**src/rtl/tpg_pkg.sv**
```systemverilog
// Shared types and helpers for the LFSR test-pattern generator and related BIST blocks.
// Default taps are primitive for the shift-left Fibonacci form used by tpg_lfsr_step.
package tpg_pkg;

  typedef enum logic [1:0] {
    IDLE,
    RUN,
    DONE
  } state_t;

  localparam int MAX_WIDTH = 16;

  // Bit i set means state[i] feeds the XOR; MSB is always part of the polynomial.
  function automatic logic [MAX_WIDTH-1:0] default_taps(input int width);
    case (width)
      2:       return 16'h0003;
      3:       return 16'h0006;
      4:       return 16'h000C;
      5:       return 16'h0014;
      6:       return 16'h0030;
      7:       return 16'h0060;
      8:       return 16'h00B8;
      9:       return 16'h0110;
      10:      return 16'h0240;
      11:      return 16'h0500;
      12:      return 16'h0829;
      13:      return 16'h100D;
      14:      return 16'h2015;
      15:      return 16'h6000;
      16:      return 16'hD008;
      default: return 16'h0000;
    endcase
  endfunction

  function automatic int unsigned total_patterns(input int width, input logic zmode);
    return (32'd1 << width) - (zmode ? 32'd0 : 32'd1);
  endfunction

endpackage

```
**src/rtl/tpg_lfsr_param_if.sv**
```systemverilog
// Pattern stream and run-control bundle between the TPG and its BIST controller / CUT side.
interface tpg_lfsr_param_if #(
  parameter int WIDTH = 3
);

  logic             start;
  logic [WIDTH-1:0] seed;
  logic             include_zero;
  logic             ready;
  logic [WIDTH-1:0] data_out;
  logic             data_valid;
  logic [WIDTH-1:0] pattern_index;
  logic             busy;
  logic             complete;

  modport master (
    input  start, seed, include_zero, ready,
    output data_out, data_valid, pattern_index, busy, complete
  );

  modport slave (
    output start, seed, include_zero, ready,
    input  data_out, data_valid, pattern_index, busy, complete
  );

endinterface

```
**src/rtl/tpg_lfsr_step.sv**
```systemverilog
// Combinational next-state of a Fibonacci LFSR, optionally splicing the all-zero state
// between 10..0 and 00..01 so the cycle covers every WIDTH-bit value.
module tpg_lfsr_step #(
  parameter int WIDTH = 3
) (
  input  logic [WIDTH-1:0] cur,
  input  logic [WIDTH-1:0] taps,
  input  logic             zmode,
  output logic [WIDTH-1:0] nxt
);

  always_comb begin
    nxt = {cur[WIDTH-2:0], ^(cur & taps)};
    if (zmode) begin
      if (cur == {1'b1, {(WIDTH-1){1'b0}}}) begin
        nxt = '0;
      end else if (cur == '0) begin
        nxt = WIDTH'(1);
      end
    end
  end

endmodule

```
**src/rtl/tpg_lfsr_param.sv**
```systemverilog
// Parametrised LFSR test-pattern generator: first pattern is valid right after the accepted start,
// holds data while ready is low, and advances one pattern per accepted handshake with no bubbles.
module tpg_lfsr_param
  import tpg_pkg::*;
#(
  parameter int               WIDTH = 3,
  parameter logic [WIDTH-1:0] TAPS  = WIDTH'(default_taps(WIDTH))
) (
  input  logic                  clock,
  input  logic                  reset,
  tpg_lfsr_param_if.master      bus
);

  state_t           state;
  logic [WIDTH-1:0] lfsr;
  logic [WIDTH-1:0] lfsr_nxt;
  logic [WIDTH-1:0] seed_eff;
  logic [WIDTH:0]   count;
  logic [WIDTH:0]   last_idx;
  logic             zmode;

  tpg_lfsr_step #(
    .WIDTH (WIDTH)
  ) u_step (
    .cur   (lfsr),
    .taps  (TAPS),
    .zmode (zmode),
    .nxt   (lfsr_nxt)
  );

  // The pure LFSR locks up on zero, so an all-zero seed becomes 00..01.
  assign seed_eff = (bus.seed == '0 && !bus.include_zero) ? WIDTH'(1) : bus.seed;
  assign last_idx = (WIDTH+1)'(total_patterns(WIDTH, zmode) - 32'd1);

  always_ff @(posedge clock) begin
    if (reset) begin
      state <= IDLE;
      lfsr  <= '0;
      count <= '0;
      zmode <= 1'b0;
    end else begin
      case (state)
        IDLE, DONE: begin
          if (bus.start) begin
            lfsr  <= seed_eff;
            count <= '0;
            zmode <= bus.include_zero;
            state <= RUN;
          end
        end
        RUN: begin
          if (bus.ready) begin
            // The last pattern stays on data_out after completion.
            if (count == last_idx) begin
              state <= DONE;
            end else begin
              lfsr  <= lfsr_nxt;
              count <= count + (WIDTH+1)'(1);
            end
          end
        end
        default: state <= IDLE;
      endcase
    end
  end

  assign bus.data_out      = lfsr;
  assign bus.data_valid    = (state == RUN);
  assign bus.busy          = (state == RUN);
  assign bus.complete      = (state == DONE);
  assign bus.pattern_index = count[WIDTH-1:0];

endmodule

```
**src/flat_wrapper.sv**
```systemverilog
// flat-port wrapper written by rule: the top's interface ports become plain ports
module tpg_lfsr_param_flat import tpg_pkg::*;
#(
  parameter int               WIDTH = 3,
  parameter logic [WIDTH-1:0] TAPS  = WIDTH'(default_taps(WIDTH))
)
  (clock, reset, bus_start, bus_seed, bus_include_zero, bus_ready, bus_data_out, bus_data_valid, bus_pattern_index, bus_busy, bus_complete);
  tpg_lfsr_param_if #(.WIDTH(WIDTH)) bus_i ();
  input  logic clock;
  input  logic reset;
  input wire logic [$bits(bus_i.start)-1:0] bus_start;
  input wire logic [$bits(bus_i.seed)-1:0] bus_seed;
  input wire logic [$bits(bus_i.include_zero)-1:0] bus_include_zero;
  input wire logic [$bits(bus_i.ready)-1:0] bus_ready;
  output wire logic [$bits(bus_i.data_out)-1:0] bus_data_out;
  output wire logic [$bits(bus_i.data_valid)-1:0] bus_data_valid;
  output wire logic [$bits(bus_i.pattern_index)-1:0] bus_pattern_index;
  output wire logic [$bits(bus_i.busy)-1:0] bus_busy;
  output wire logic [$bits(bus_i.complete)-1:0] bus_complete;
  assign bus_i.start = bus_start;
  assign bus_i.seed = bus_seed;
  assign bus_i.include_zero = bus_include_zero;
  assign bus_i.ready = bus_ready;
  assign bus_data_out = bus_i.data_out;
  assign bus_data_valid = bus_i.data_valid;
  assign bus_pattern_index = bus_i.pattern_index;
  assign bus_busy = bus_i.busy;
  assign bus_complete = bus_i.complete;
  tpg_lfsr_param #(.WIDTH(WIDTH), .TAPS(TAPS)) u_core (.clock(clock), .reset(reset), .bus(bus_i));
endmodule
```
**config.mk**
```make
export PLATFORM = sky130hd
export DESIGN_NAME = tpg_lfsr_param_flat
export DESIGN_NICKNAME = d
export VERILOG_FILES = /design/src/rtl/tpg_pkg.sv /design/src/rtl/tpg_lfsr_param_if.sv /design/src/rtl/tpg_lfsr_step.sv /design/src/rtl/tpg_lfsr_param.sv /design/src/flat_wrapper.sv
export SDC_FILE = /design/constraint.sdc
export NUM_CORES = 1
export LEC_CHECK = 0
export CAP_MARGIN = 0
export CORE_AREA = 2 2 39 41
export CTS_BUF_LIST = sky130_fd_sc_hd__clkbuf_8
export CTS_CLUSTER_SIZE = 8
export DETAILED_ROUTE_END_ITERATION = 8
export DIE_AREA = 0 0 41 43
export PLACE_DENSITY = 0.83
export SETUP_SLACK_MARGIN = 0.02
export SYNTH_ARGS = -nofsm -noshare
export SYNTH_HDL_FRONTEND = slang
export SYNTH_SLANG_ARGS = --single-unit
```
**constraint.sdc**
```tcl
create_clock -name clock -period 1.6 [get_ports clock]
set_input_delay 0.32 -clock clock [delete_from_list [all_inputs] [get_ports clock]]
set_output_delay 0.32 -clock clock [all_outputs]
set_load 0.03 [all_outputs]
```
# After elaboration in Yosys (flattened, before gate mapping)
# Cells that the tools add are included.
[totals]
reg_bits = 10
in_bits = 8
output_inout_bits = 9
wordCells = 43
[op_classes]
n_addsub = 3
eq_ne = 8
muxes = 17
reduce_logical = 11
[ops]
columns = ["op", "n"]
rows = [
  ["two-way mux 3 bit", 7],
  ["two-way mux 4 bit", 3],
  ["one-hot mux 4 bit (2 select lines)", 1],
  ["logical NOT 3 bit", 2],
  ["two-way mux 2 bit", 3],
  ["inequality test 2 bit (second input constant)", 3],
  ["one-hot mux 3 bit (2 select lines)", 1],
  ["adder 4 x 1 -> 4 bit (second input constant)", 1],
  ["== test 4 bit", 1],
  ["one-hot mux 2 bit (2 select lines)", 1],
  ["AND reduction 4 bit", 1],
  ["subtractor 4 x 1 -> 4 bit (second input constant)", 1],
  ["subtractor 4 bit (first input constant)", 1],
  ["== test 3 bit (second input constant)", 1],
  ["AND reduction 3 bit", 1],
  ["parity 3 bit", 1],
  ["== test 2 x 1 -> 1 bit (second input constant)", 1],
  ["== test 2 bit (second input constant)", 1],
  ["logical NOT 2 bit", 1],
  ["inequality test 2 x 1 -> 1 bit (second input constant)", 1],
  ["AND reduction 2 bit", 1],
  ["nonzero test 2 bit", 1],
  ["OR reduction 2 bit", 1],
  ["logical AND 1 bit", 1],
  ["other kinds (2)", 2],
]

# Depth between registers and ports, before layout
[logic_depth]
word_depth = 7
ltp_mapped = 5
mapped_depth_nobuf = 4

# Cells and area by module
# From an unflattened synthesis, not the netlist that was laid out.
[hier_totals]
hier_cells = 75
hier_area_um2 = 658.1
[by_module_without_submodules]
columns = ["mod", "n_inst", "cells_per_inst", "area_each_um2", "seq_area_each_um2"]
rows = [
  ["tpg_lfsr_param", 1, 65, 585.6, 200.2],
  ["tpg_lfsr_step", 1, 10, 72.6, 0.0],
]

# Worst setup path after synthesis
# Ideal clock, no wire load.
[synth_path]
path_type = "register to register"
from = "register u_core.lfsr[0], in the netlist u_core.bus.data_out[0]"
to = "register u_core.lfsr[0], in the netlist u_core.bus.data_out[0]"
setup_ns = 0.069
arrival_ns = 1.405
required_time_ns = 1.531
slack_ns = 0.126
stages_incl_launch_ff = 5
n_path_buf = 0
synth_period_minus_slack_ns = 1.474
cell_sequence = "dfxtp_1 > nor2b_1 > o211a_1 > or4_1 > o21ai_1"
[synth_via]
elab_chain_cells = 7
word_cells_on_any_way = 8
cone_classes = "1 x eq/ne; 6 x mux; 1 x reduce/logical"
[synth_lines]
columns = ["element", "line", "rtl"]
rows = [
  ["from (decl)", "tpg_lfsr_param.sv:15", "logic [WIDTH-1:0] lfsr;"],
  ["from (signal assigned)", "tpg_lfsr_param.sv:57", "lfsr <= lfsr_nxt;"],
  ["logical NOT 3 bit", "tpg_lfsr_step.sv:17", "end else if (cur == '0) begin"],
  ["two-way mux 3 bit", "tpg_lfsr_step.sv:17", ""],
  ["two-way mux 3 bit (*)", "tpg_lfsr_step.sv:15", "if (cur == {1'b1, {(WIDTH-1){1'b0}}}) begin"],
  ["two-way mux 3 bit (*)", "tpg_lfsr_step.sv:14", "if (zmode) begin"],
  ["two-way mux 3 bit (*)", "tpg_lfsr_param.sv:54", "if (count == last_idx) begin"],
  ["two-way mux 3 bit (*)", "tpg_lfsr_param.sv:52", "if (bus.ready) begin"],
  ["one-hot mux 3 bit (2 select lines) (*)", "tpg_lfsr_param.sv:42", "case (state)"],
]
# Mark *: on every way between the ends. The rest lies on a longest branch, timed or not. The select of a mux whose other input is x is not followed.
# A chain may end at the register's enable or synchronous reset.

# Worst setup path in the final report
[layout_path]
from = "register u_core.state[1]"
to = "output bus_complete"
[layout_via]
elab_chain_cells = 1
[layout_lines]
columns = ["element", "line", "rtl"]
rows = [
  ["from (decl)", "tpg_lfsr_param.sv:14", "state_t state;"],
  ["from (signal assigned)", "tpg_lfsr_param.sv:37", "state <= IDLE;"],
  ["from (signal assigned)", "tpg_lfsr_param.sv:48", "state <= RUN;"],
  ["from (signal assigned)", "tpg_lfsr_param.sv:55", "state <= DONE;"],
  ["== test 2 bit", "tpg_lfsr_param.sv:70", "assign bus.complete = (state == DONE);"],
  ["to (decl)", "flat_wrapper.sv:19", "output wire logic [$bits(bus_i.complete)-1:0] bus_complete;"],
]
# No other way between the ends.

==> impl_metrics.csv <==
group,metric,value,unit
detailed_routing,route.detailed.drc,0,
logic_synthesis,synth_common_cells,"dfxtp_1, nor3_1, nand2_1, buf_4",
critical_path,critPathKind,"flip-flop to output pin",
finish,num-fill-cells,138,
clock_tree,cts_hold_buffers,0,
pwr,combPwrFrac,0.204,
floorplanning,fp-row-count,14,
job,max-cap-violations,0,
detailed_routing,drt_iter0_markers,9,
critical_path,arrival,1220,ps
clock_tree,clk_path_buf_depth,2,
detailed_routing,drtPass1Iterations,4,
detailed_routing,num_vias,566,
global_routing,grt_use_met1,0.210,
logic_synthesis,synthCells,64,
clock_tree,cts_setup_buffers,0,
global_routing,busiest_layer,"met2",
timing,fin_crit,1540,ps
clock_tree,cts_root_buf,"clkbuf_8",
logic_synthesis,synth_seq_cells,10,
logic_synthesis,synth.top_cell.area_share,0.356,
logic_synthesis,yosys_warnings,0,
logic_synthesis,synth_edf_count,0,
place,place_ws,-159,ps
logic_synthesis,synth.most_common_cell,"dfxtp_1",
logic_synthesis,synth_nets,73,
floorplanning,initial_core_util,0.407,
global_routing,antenna_found_initial,0,
timing,rsz0062_at_grt,"no",
clock_tree,cts_made_buffers,3,
pwr,p_sw,0.000216,W
place,dp_hpwl,1080,um
place,portBuffers,16,
floorplanning,pin_count,17,
timing,maxSlewViolCount,0,
logic_synthesis,synth-seq-area-share,0.356,
detailed_routing,ant_nets,0,
pwr,powerDensity,967,nW/um^2
logic_synthesis,synthTopCellsByArea,"dfxtp_1, nor3_1, buf_4",
clock_tree,h-tree-depth,1,
clock_tree,path_clk_slew,50,ps
timing,worstMarginPinSlew,343,ps
logic_synthesis,avgSynthCellArea,8.80,sq um
floorplanning,design.die.area,1760,sq um
floorplanning,fp.dieW,41,um
clock_tree,clock_sinks,10,
finish,final_cells,99,
logic_synthesis,synth_ff_type,"dfxtp_1",
global_routing,grt_overflow_total,0,
global_routing,grt_use_total,0.211,
timing,setup_viol,0,
logic_synthesis,synth_top_cell_by_area,"dfxtp_1",
timing,fmax,647,MHz
timing,relSlewSlack,0.771,
pwr,ir_drop,0.524,mV
timing,finalClockSkew,5.30,ps
pwr,switching_share,0.282,
finish,drive_gt1_frac,0.193,
floorplanning,core,1380,sq um
floorplanning,die_height,43,um
place,place_inst,95,
critical_path,critPathLaunchType,"flip-flop",
logic_synthesis,synth_area,563,sq um
critical_path,r2r_slack,200,ps
pwr,clkPwrFrac,0.428,
critical_path,cp-end-kind,"output pin",
clock_tree,clk_latency,240,ps
timing,worst_slack,55.2,ps
outcome,outcome,"completed",
global_routing,grt_pass1_vias,570,
detailed_routing,drt_wl_total,1520,um
min_path,hold_path_class,"flip-flop to flip-flop",
critical_path,required,1280,ps
finish,nets,93,
logic_synthesis,synthArstFlopShare,0,
finish,area_growth,40.7,%
pwr,seqPwrFrac,0.368,
finish,n_antenna_cell,0,
pwr,power,0.000766,W
detailed_routing,routed_via_density,5.72,
place,gp_congestion,0.812,
timing,hold_viol,0,
pwr,leakagePower,0.347,nW
global_routing,use_met3,0.0785,
global_routing,grt_pass1_wl,2390,um
critical_path,crit_path_max_fanout,3,
detailed_routing,wire_per_inst,15.3,um
global_routing,grt_max_degree,12,
logic_synthesis,synth.distinct_cells,32,
timing,layout_worst_path_cycle_share,0.966,
global_routing,grt_use_met2,0.356,
clock_tree,cts_tree,"yes",
pwr,intPower,0.000550,W
[per-stage QoR]
step	util	hold slack [ps]	setup TNS, ps	cell area [sq um]
final	0.572	533	0	792
after global routing	0.572	559	0	792
after CTS	0.568	533	0	786
after detailed placement	0.533	523	-558	737
after global placement	0.533	493	-237	737
after floorplan	-	456	0	563
[power groups by stage]
stage / Clock (W) / Combinational, W / Sequential, W
after CTS: 0.000330 / 0.000154 / 0.000281
final: 0.000328 / 0.000156 / 0.000282
after global routing: 0.000339 / 0.000167 / 0.000283
after detailed placement: 0 / 0.000159 / 0.000286
after floorplan: 0 / 0.0000781 / 0.000299
after global placement: 0 / 0.000154 / 0.000285
[worst max-delay path, cell delays in order (launching register included)]
cell and delay [ps]:
dfxtp_1 390, nor2b_1 180, dlygate4sd2_1 410
[flip-flops by register name (all words and copies together), names as in the netlist]
| name | flops |
|---|---|
| u_core.bus.data_out | 3 |
| u_core.count | 4 |
| u_core.state | 2 |
| u_core.zmode | 1 |
[layout by cell type (no fill, tap or decap), types with 3 or more instances in the layout]
master,n
dfxtp_1,10
clkdlybuf4s50_1,7
dlygate4sd2_1,7
buf_4,7
nor3_1,6
nand2_1,5
clkbuf_8,4
nor2_1,3
a21oi_1,3
[logic make-up after synthesis]
logic type	after synthesis	share of synthesized area
buffers and inverters	8	0.0822
and+or+nand+nor	27	0.269
AOI/OAI and AO/OA	14	0.191
muxes	2	0.0356
adders and majority gates	1	0.0222
DFF	10	0.356
xor gates and xnor gates	2	0.0445
[path summary, 6_finish.rpt]
check,startpoint,endpoint,depth (start not counted)
worst max-delay path,u_core.state[1]$_SDFFE_PP0P_,bus_complete,2
worst min-delay path,u_core.zmode$_SDFFE_PP0P_,u_core.zmode$_SDFFE_PP0P_,2
worst max register to register,u_core.zmode$_SDFFE_PP0P_,u_core.bus.data_out[0]$_SDFFE_PP0P_,4
worst min register to register,u_core.zmode$_SDFFE_PP0P_,u_core.zmode$_SDFFE_PP0P_,2
[final cells by class]
class                      count  area, sq um  share of cell area
clock buffer                   4         55.1              0.0695
timing repair buffer          21          184               0.232
sequential                    10          200               0.253
inverter                       2         7.51             0.00948
tap                           16         20.0              0.0253
multi-input combinational     46          325               0.411
[timing repair]
action,CTS,global route
pin swaps,0,1
endpoints found under the setup margin,10,4
gates resized for setup,8,2
[metal layers]
layer | up-vias | part of all wire | wire length [um]
li1 | 269 | - | -
met1 | 274 | 0.40 | 613
met2 | 16 | 0.51 | 780
met3 | 7 | 0.043 | 65
met4 | 0 | 0.037 | 56
met5 | - | 0 | 0
Note: power is estimated with default switching activity, not from simulation.
